### config.mk
export PLATFORM = sky130hd
export DESIGN_NAME = multicycle_controller
export DESIGN_NICKNAME = d
export VERILOG_FILES = /design/src/rtl/mc_ctrl_pkg.sv /design/src/rtl/mc_next_state.sv /design/src/rtl/multicycle_controller.sv
export SDC_FILE = /design/constraint.sdc
export NUM_CORES = 1
export LEC_CHECK = 0
export CAP_MARGIN = 20
export CELL_PAD_IN_SITES_DETAIL_PLACEMENT = 1
export CELL_PAD_IN_SITES_GLOBAL_PLACEMENT = 1
export CORE_MARGIN = 8
export CORE_UTILIZATION = 36
export CTS_CLUSTER_SIZE = 40
export DETAILED_ROUTE_END_ITERATION = 12
export PLACE_DENSITY_LB_ADDON = 0.1
export SLEW_MARGIN = 20
export SYNTH_ARGS = -nofsm -noshare
export SYNTH_HDL_FRONTEND = slang
export SYNTH_SLANG_ARGS = --single-unit
### constraint.sdc
create_clock -name clk -period 6.3 [get_ports clk]
set_clock_uncertainty 0.2 [all_clocks]
set_input_delay 0.945 -clock clk [delete_from_list [all_inputs] [get_ports clk]]
set_output_delay 0.945 -clock clk [all_outputs]
set_load 0.01 [all_outputs]
### src/rtl/mc_ctrl_pkg.sv
// Shared encodings for the multi-cycle MIPS controller: state codes,
// opcode/func values and datapath select encodings.
package mc_ctrl_pkg;

    typedef enum logic [3:0] {
        S_FETCH    = 4'd0,
        S_DECODE   = 4'd1,
        S_EXE_R    = 4'd2,
        S_EXE_I    = 4'd3,
        S_MEM_ADDR = 4'd4,
        S_MEM_RD   = 4'd5,
        S_MEM_WR   = 4'd6,
        S_WB_ALU   = 4'd7,
        S_WB_MEM   = 4'd8,
        S_BRANCH   = 4'd9,
        S_JAL      = 4'd10,
        S_JR       = 4'd11,
        S_LUI      = 4'd12,
        S_ERROR    = 4'd13
    } state_t;

    localparam logic [5:0] OP_R   = 6'b000000;
    localparam logic [5:0] OP_LW  = 6'b100011;
    localparam logic [5:0] OP_SW  = 6'b101011;
    localparam logic [5:0] OP_LUI = 6'b001111;
    localparam logic [5:0] OP_ORI = 6'b001101;
    localparam logic [5:0] OP_BEQ = 6'b000100;
    localparam logic [5:0] OP_JAL = 6'b000011;

    localparam logic [5:0] FN_ADDU = 6'b100001;
    localparam logic [5:0] FN_SUBU = 6'b100011;
    localparam logic [5:0] FN_JR   = 6'b001000;

    localparam logic [2:0] ALU_OR   = 3'b001;
    localparam logic [2:0] ALU_ADD  = 3'b010;
    localparam logic [2:0] ALU_SUB  = 3'b011;
    localparam logic [2:0] ALU_NONE = 3'b111;

    localparam logic [1:0] DST_RT = 2'b00;
    localparam logic [1:0] DST_RD = 2'b01;
    localparam logic [1:0] DST_RA = 2'b10;

    localparam logic [1:0] M2R_ALU = 2'b00;
    localparam logic [1:0] M2R_LUI = 2'b01;
    localparam logic [1:0] M2R_MDR = 2'b10;
    localparam logic [1:0] M2R_PC  = 2'b11;

    localparam logic [1:0] SRCB_RT  = 2'b00;
    localparam logic [1:0] SRCB_4   = 2'b01;
    localparam logic [1:0] SRCB_IMM = 2'b10;
    localparam logic [1:0] SRCB_BR  = 2'b11;

    localparam logic [1:0] PCS_ALU = 2'b00;
    localparam logic [1:0] PCS_OUT = 2'b01;
    localparam logic [1:0] PCS_JMP = 2'b10;
    localparam logic [1:0] PCS_RS  = 2'b11;

endpackage

### src/rtl/mc_next_state.sv
// Next-state logic for the multi-cycle controller.
// Ports: state, op, func, mem_rdy in; next out. Macro: ILLEGAL_TRAP_EN.
module mc_next_state
    import mc_ctrl_pkg::*;
(
    input  state_t     state,
    input  logic [5:0] op,
    input  logic [5:0] func,
    input  logic       mem_rdy,
    output state_t     next
);

    logic is_r;
    assign is_r = (op == OP_R);

    always_comb begin
        next = S_FETCH;
        case (state)
            S_FETCH:  next = mem_rdy ? S_DECODE : S_FETCH;
            S_DECODE: begin
                unique case (1'b1)
                    (is_r && (func == FN_ADDU || func == FN_SUBU)):
                        next = S_EXE_R;
                    (is_r && func == FN_JR):          next = S_JR;
                    (op == OP_ORI):                   next = S_EXE_I;
                    (op == OP_LW || op == OP_SW):     next = S_MEM_ADDR;
                    (op == OP_BEQ):                   next = S_BRANCH;
                    (op == OP_JAL):                   next = S_JAL;
                    (op == OP_LUI):                   next = S_LUI;
                    default:                          next = S_ERROR;
                endcase
            end
            S_EXE_R:    next = S_WB_ALU;
            S_EXE_I:    next = S_WB_ALU;
            S_MEM_ADDR: next = (op == OP_LW) ? S_MEM_RD : S_MEM_WR;
            S_MEM_RD:   next = mem_rdy ? S_WB_MEM : S_MEM_RD;
            S_MEM_WR:   next = mem_rdy ? S_FETCH : S_MEM_WR;
`ifdef ILLEGAL_TRAP_EN
            S_ERROR:    next = S_ERROR;
`else
            S_ERROR:    next = S_FETCH;
`endif
            default:    next = S_FETCH;
        endcase
    end

endmodule

### src/rtl/multicycle_controller.sv
// Multi-cycle MIPS control unit: Moore FSM, output decode, retire counter.
// Ports: clk, reset, op, func, zero, mem_ready in; datapath controls,
// retire, instr_cnt, state_dbg out. Macro: ILLEGAL_TRAP_EN (trap on ERROR).
module multicycle_controller
    import mc_ctrl_pkg::*;
#(
    parameter int ALUCTRL_W     = 3,
    parameter int CNT_W         = 32,
    parameter int USE_MEM_READY = 1
) (
    input  logic                 clk,
    input  logic                 reset,
    input  logic [5:0]           op,
    input  logic [5:0]           func,
    input  logic                 zero,
    input  logic                 mem_ready,
    output logic                 PCWrite,
    output logic                 IorD,
    output logic                 MemRead,
    output logic                 MemWrite,
    output logic                 IRWrite,
    output logic                 RegWrite,
    output logic [1:0]           RegDst,
    output logic [1:0]           MemtoReg,
    output logic                 ALUSrcA,
    output logic [1:0]           ALUSrcB,
    output logic                 ExtOp,
    output logic [ALUCTRL_W-1:0] ALUCtrl,
    output logic [1:0]           PCSource,
    output logic                 retire,
    output logic [CNT_W-1:0]     instr_cnt,
    output logic [3:0]           state_dbg
);

    state_t     state;
    state_t     next;
    logic       rdy;
    logic [2:0] alu;

    assign rdy = (USE_MEM_READY != 0) ? mem_ready : 1'b1;

    mc_next_state u_ns (
        .state   (state),
        .op      (op),
        .func    (func),
        .mem_rdy (rdy),
        .next    (next)
    );

    always_ff @(posedge clk) begin
        if (reset) begin
            state     <= S_FETCH;
            instr_cnt <= '0;
        end else begin
            state <= next;
            if (retire)
                instr_cnt <= instr_cnt + {{(CNT_W-1){1'b0}}, 1'b1};
        end
    end

    assign state_dbg = state;
    assign ALUCtrl   = ALUCTRL_W'(alu);

    always_comb begin
        PCWrite  = 1'b0;
        IorD     = 1'b0;
        MemRead  = 1'b0;
        MemWrite = 1'b0;
        IRWrite  = 1'b0;
        RegWrite = 1'b0;
        RegDst   = DST_RT;
        MemtoReg = M2R_ALU;
        ALUSrcA  = 1'b0;
        ALUSrcB  = SRCB_RT;
        ExtOp    = 1'b0;
        alu      = 3'b000;
        PCSource = PCS_ALU;
        retire   = 1'b0;
        if (!reset) begin
            case (state)
                S_FETCH: begin
                    MemRead = 1'b1;
                    ALUSrcB = SRCB_4;
                    alu     = ALU_ADD;
                    IRWrite = rdy;
                    PCWrite = rdy;
                end
                S_DECODE: begin
                    ALUSrcB = SRCB_BR;
                    alu     = ALU_ADD;
                end
                S_EXE_R: begin
                    ALUSrcA = 1'b1;
                    alu     = (func == FN_SUBU) ? ALU_SUB : ALU_ADD;
                end
                S_EXE_I: begin
                    ALUSrcA = 1'b1;
                    ALUSrcB = SRCB_IMM;
                    ExtOp   = 1'b1;
                    alu     = ALU_OR;
                end
                S_WB_ALU: begin
                    // op is held by the IR, so it still names the source
                    RegWrite = 1'b1;
                    RegDst   = (op == OP_R) ? DST_RD : DST_RT;
                    retire   = 1'b1;
                end
                S_MEM_ADDR: begin
                    ALUSrcA = 1'b1;
                    ALUSrcB = SRCB_IMM;
                    alu     = ALU_ADD;
                end
                S_MEM_RD: begin
                    IorD    = 1'b1;
                    MemRead = 1'b1;
                end
                S_WB_MEM: begin
                    RegWrite = 1'b1;
                    MemtoReg = M2R_MDR;
                    retire   = 1'b1;
                end
                S_MEM_WR: begin
                    IorD     = 1'b1;
                    MemWrite = 1'b1;
                    retire   = rdy;
                end
                S_BRANCH: begin
                    ALUSrcA  = 1'b1;
                    alu      = ALU_SUB;
                    PCSource = PCS_OUT;
                    PCWrite  = zero;
                    retire   = 1'b1;
                end
                S_JAL: begin
                    RegWrite = 1'b1;
                    RegDst   = DST_RA;
                    MemtoReg = M2R_PC;
                    PCWrite  = 1'b1;
                    PCSource = PCS_JMP;
                    retire   = 1'b1;
                end
                S_JR: begin
                    PCWrite  = 1'b1;
                    PCSource = PCS_RS;
                    retire   = 1'b1;
                end
                S_LUI: begin
                    RegWrite = 1'b1;
                    MemtoReg = M2R_LUI;
                    retire   = 1'b1;
                end
`ifndef ILLEGAL_TRAP_EN
                S_ERROR: retire = 1'b1;
`endif
                default: ;
            endcase
        end
    end

endmodule

* Yosys cells after proc, flatten, opt, wreduce, memory -nomap -nowiden
Cells that the tools add are included.
** Word-level totals
- Register bits :: 36
- Bits of input ports :: 16
- Output and inout port bits :: 56
- Logic and storage cells :: 76
** Operators by class
- Add/subtract/negate cells :: 1
- Equality and inequality tests :: 22
- Multiplexer cells :: 36
- Reductions and logical operators :: 15
** Operators by type and width (count)
- $add 32x1->32 const B :: 1
- $pmux 4 s7 :: 1
- $eq 4x4->1 const B :: 6
- $eq 6x6->1 const B :: 4
- $pmux 4 s6 :: 1
- $mux 1 :: 19
- $eq 6x4->1 const B :: 3
- $pmux 2 s3 :: 3
- $eq 4x3->1 const B :: 4
- $mux 2 :: 6
- $reduce_or 2->1 :: 5
- $eq 4x2->1 const B :: 2
- $pmux 2 s4 :: 1
- $reduce_or 4->1 :: 2
- $reduce_or 7->1 :: 1
- $eq 6x2->1 const B :: 1
- $eq 6x3->1 const B :: 1
- $logic_not 6->1 :: 1
- $eq 4x1->1 const B :: 1
- $logic_not 4->1 :: 1
- $mux 4 :: 1
- $pmux 2 s2 :: 1
- $mux 3 :: 1
- $pmux 1 s3 :: 1
- other kinds (4) :: 6

* Depth between registers and ports, before layout
- Depth in word-level cells :: 5
- Mapped depth :: 8

* By module
Synthesis repeated with hierarchy kept, for this count alone.
** Second synthesis, totals
- Cell total of the unflattened synthesis :: 325
- Area, all modules :: 2528.7 um^2
** Modules (own cells, without submodules)
- multicycle_controller :: instances 1, cells an instance 271, area each 2210.9 um^2, sequential area each 720.7 um^2
- mc_next_state :: instances 1, cells an instance 54, area each 317.8 um^2, sequential area each 0.0 um^2

* Worst setup path before layout
Ideal clock, no wire load.
- Path type :: input-to-output
- From :: input op[1]
- To :: output RegDst[0]
- Arrival :: 2.260 ns
- Required time :: 5.155 ns
- Slack :: 2.895 ns
- Stages :: 4
- Path buffers :: 1
- Cell sequence :: clkbuf_1 > or3_1 > or4_1 > nor3_1
** On the way
- Cells in the longest elaborated chain, start to end :: 4
** Ends and longest elaborated chain
- from (decl) :: line multicycle_controller.sv:13 : input logic [5:0] op,
- $logic_not 6->1 :: line multicycle_controller.sv:105 : RegDst = (op == OP_R) ? DST_RD : DST_RT;
- $mux 1 :: line multicycle_controller.sv:105
- $pmux 2 s2 :: line multicycle_controller.sv:80 : case (state)
- $mux 2 :: line multicycle_controller.sv:79 : if (!reset) begin
- to (decl) :: line multicycle_controller.sv:23 : output logic [1:0] RegDst,
No other way between the ends.

* Final worst setup path
Ends and elaborated chain as after synthesis.

==> metrics.txt <==
switching share of power=0.3598; Worst Path Arrival=3.19 ns; Place WS=1.980 ns; Die ar.=9173 um2; post-CTS setup buffer count=0; min cycle time layout=4.331 ns; CTS buffer count=5; layout cell share with drive strength beyond 1=0.06061; Post-Synth XOR/XNOR Area=0.06499; VDD IR max=0.0001241 V; vias per cell=5.466; total negative slack=0 ns; HPWL Detailed=5.137 mm; met3 GRT Util=0.03276; Reg clk slew, reported paths=0.07 ns; leakage=1.024 nW; commonest non-fill, non-tap cell in the layout=clkdlybuf4s50_1; Synth top area share=0.3146; sequential power share=0.413; Top-Level Pins=72; clock net sink count=36; Area growth syn-to-layout=35.39%; largest family of logic cells by synthesized area=simple AND/OR/NAND/NOR gates; clock buffer depth=2; Die W=95.78 um; worst-skew pair later-pin latency=0.30 ns; post-synthesis cell area=2291 um2; DR pass1 iterations=4; pin count of the biggest net entering global routing=33; kind of critical path=in -> out; chip height=95.78 um; All-Layer GR Usage=0.1565; Tightest Pin Transition=0.7262 ns; total grt overflow=0; number of synthesized flops with an enable pin=0; RSZ-0062 raised after global routing=false; # diodes=0; status=finished, final reports clean; grt met2 use=0.2520; Crit. End Element=primary output; Layout fillers=765; Compound-Gate Fraction of Synth Area=0.1726; wire per inst=15.97 um; Hold Violations, Final=0; Mean Syn Cell Area=7.511 um2; FF+latch count, synth=36; fraction of the mapped netlist area in adder cells=0.005461; M1 GR Usage=0.2081; max_cap viols=0; fin. max-slew vios=0; fin crit share=0.6875; CTS H-Tree Depth=2; Synth area leader=dfxtp_1; busiest grt layer=met2; Clk network pwr share=0.250; Syn Nets=322; hold crit path type=reg -> reg; GP Congestion=0.8573; Root Buffer=clkbuf_8; register area share after synthesis=0.3146; global-route wire length before repair=11.62 mm; commonest cells after routing, fill and taps aside=clkdlybuf4s50_1, dfxtp_1, nor2_1; area share of and/or/nand/nor cells after synthesis=0.3676; Switch Pwr=249.5 uW; Iter 0 DRT Violations=92; Area contributors post-synth=dfxtp_1, a21oi_1, nor2_1, xor2_1, or3_1; P_int=443.8 uW; Final WS setup=1.969 ns; vias in the first global route=2342; Yosys warnings=0; num rows=29; number of routed nets with antenna violations=0; Required @ worst endpoint=5.15 ns; Post-synth ARST share=0; TritonCTS clock tree=yes; post-cts sizing count=0; Max FO, Critical Path=10; Max Freq=230.9 MHz; Via Count=2405; Comb pwr share=0.337; Syn Inst Count=305; CTS Hold Buffers Added=0; input/output buffers=70; dominant synthesized flop cell=dfxtp_1; DRC Markers=0; Initial Util=0.3671; initial antenna violation count=0; PD cells=223.5 nW/um2; WL final=7.026 mm; core area=6241 um2; startpoint types=input pin; mux cell area share after synthesis=0.01748; nets@finish=379; max_slew headroom=0.5152; Final setup viols=0; Yosys cell types=49
==> per-layer routing <==
metal,up-vias,part of all wire
met2,38,0.46
met4,0,0.0057
met3,4,0.038
met5,-,0
met1,1147,0.50
li1,1216,-
==> cell type report <==
type	instances	area, um2	area share
clock inverters	2	10.01	0.003227
clock buffers	6	82.58	0.02662
inverters	8	30.03	0.009681
repair buffers	72	715.7	0.2307
well taps	77	96.34	0.03106
flip-flops and latches	36	720.7	0.2324
multi-input cells	239	1446	0.4663
==> flip-flops by register name, indices dropped and copies added, names as in the netlist <==
signal	cells
instr_cnt	32
state_dbg	4
==> worst paths after layout <==
check | from | to | slack, ns | cells after the start
worst max-delay path | op[1] | RegDst[0] | 1.97 | 5
worst min-delay path | instr_cnt[22] | instr_cnt[22] | 0.30 | 2
worst max register to register | state_dbg[2] | instr_cnt[11] | 3.59 | 6
worst min register to register | instr_cnt[22] | instr_cnt[22] | 0.30 | 2
==> logic make-up (layout without fill, tap and decap cells) <==
group	after synthesis	count (layout)
adders and majority gates	1	1
AOI/OAI and AO/OA	70	70
and+or+nand+nor	146	146
DFF	36	36
xor gates and xnor gates	17	17
muxes	4	4
buffers and inverters	30	88
other	1	1
==> critical path, cell delays in order <==
cell and delay (ns):
clkdlybuf4s50_1 0.56, or3_1 0.46, or4_1 0.45, nor3_1 0.20, clkdlybuf4s50_1 0.57
==> stage by stage <==
stage | instances | util | total power, mW | hold WS (ns) | cell area, um2
2_1_floorplan | 305 | - | 0.4212 | 0.3023 | 2291
3_3_place_gp | 432 | 0.4822 | 0.5216 | 0.2718 | 3009
3_5_place_dp | 432 | 0.4822 | 0.5260 | 0.2930 | 3009
4_1_cts | 440 | 0.4970 | 0.6991 | 0.3051 | 3102
5_1_grt | 440 | 0.4970 | 0.7315 | 0.3415 | 3102
6_report | 440 | 0.4970 | 0.6933 | 0.3001 | 3102
==> power by group through the flow <==
stage          Clock, mW  Sequential [mW]  Combinational [mW]
2_1_floorplan          0            0.258               0.163
3_5_place_dp           0            0.291               0.235
6_report           0.173            0.286               0.233
5_1_grt            0.184            0.293               0.255
3_3_place_gp           0            0.290               0.232
4_1_cts            0.178            0.286               0.236
==> cells in the mapped netlist (2+ instances only) <==
master    instances
a21oi_1          29
nand4_1          13
nor2_1           33
a211oi_1          4
nor3_1            9
nor4_1            4
or4_1             3
nand3_1          12
nand2b_1          8
buf_2             3
nor2b_1           2
a31oi_1           4
o22ai_1           3
xor2_1           13
and3_1            5
o21ai_0          20
a22oi_1           2
dfxtp_1          36
xnor2_1           4
or3_1            17
o31ai_1           3
clkbuf_1         17
nand4_2           2
and4_1            3
nand2_1          16
nor4b_1           2
mux2i_1           4
and2_1            3
or2_2             3
inv_1             8
nor3b_1           2
Note: power is estimated with default switching activity, not from simulation.
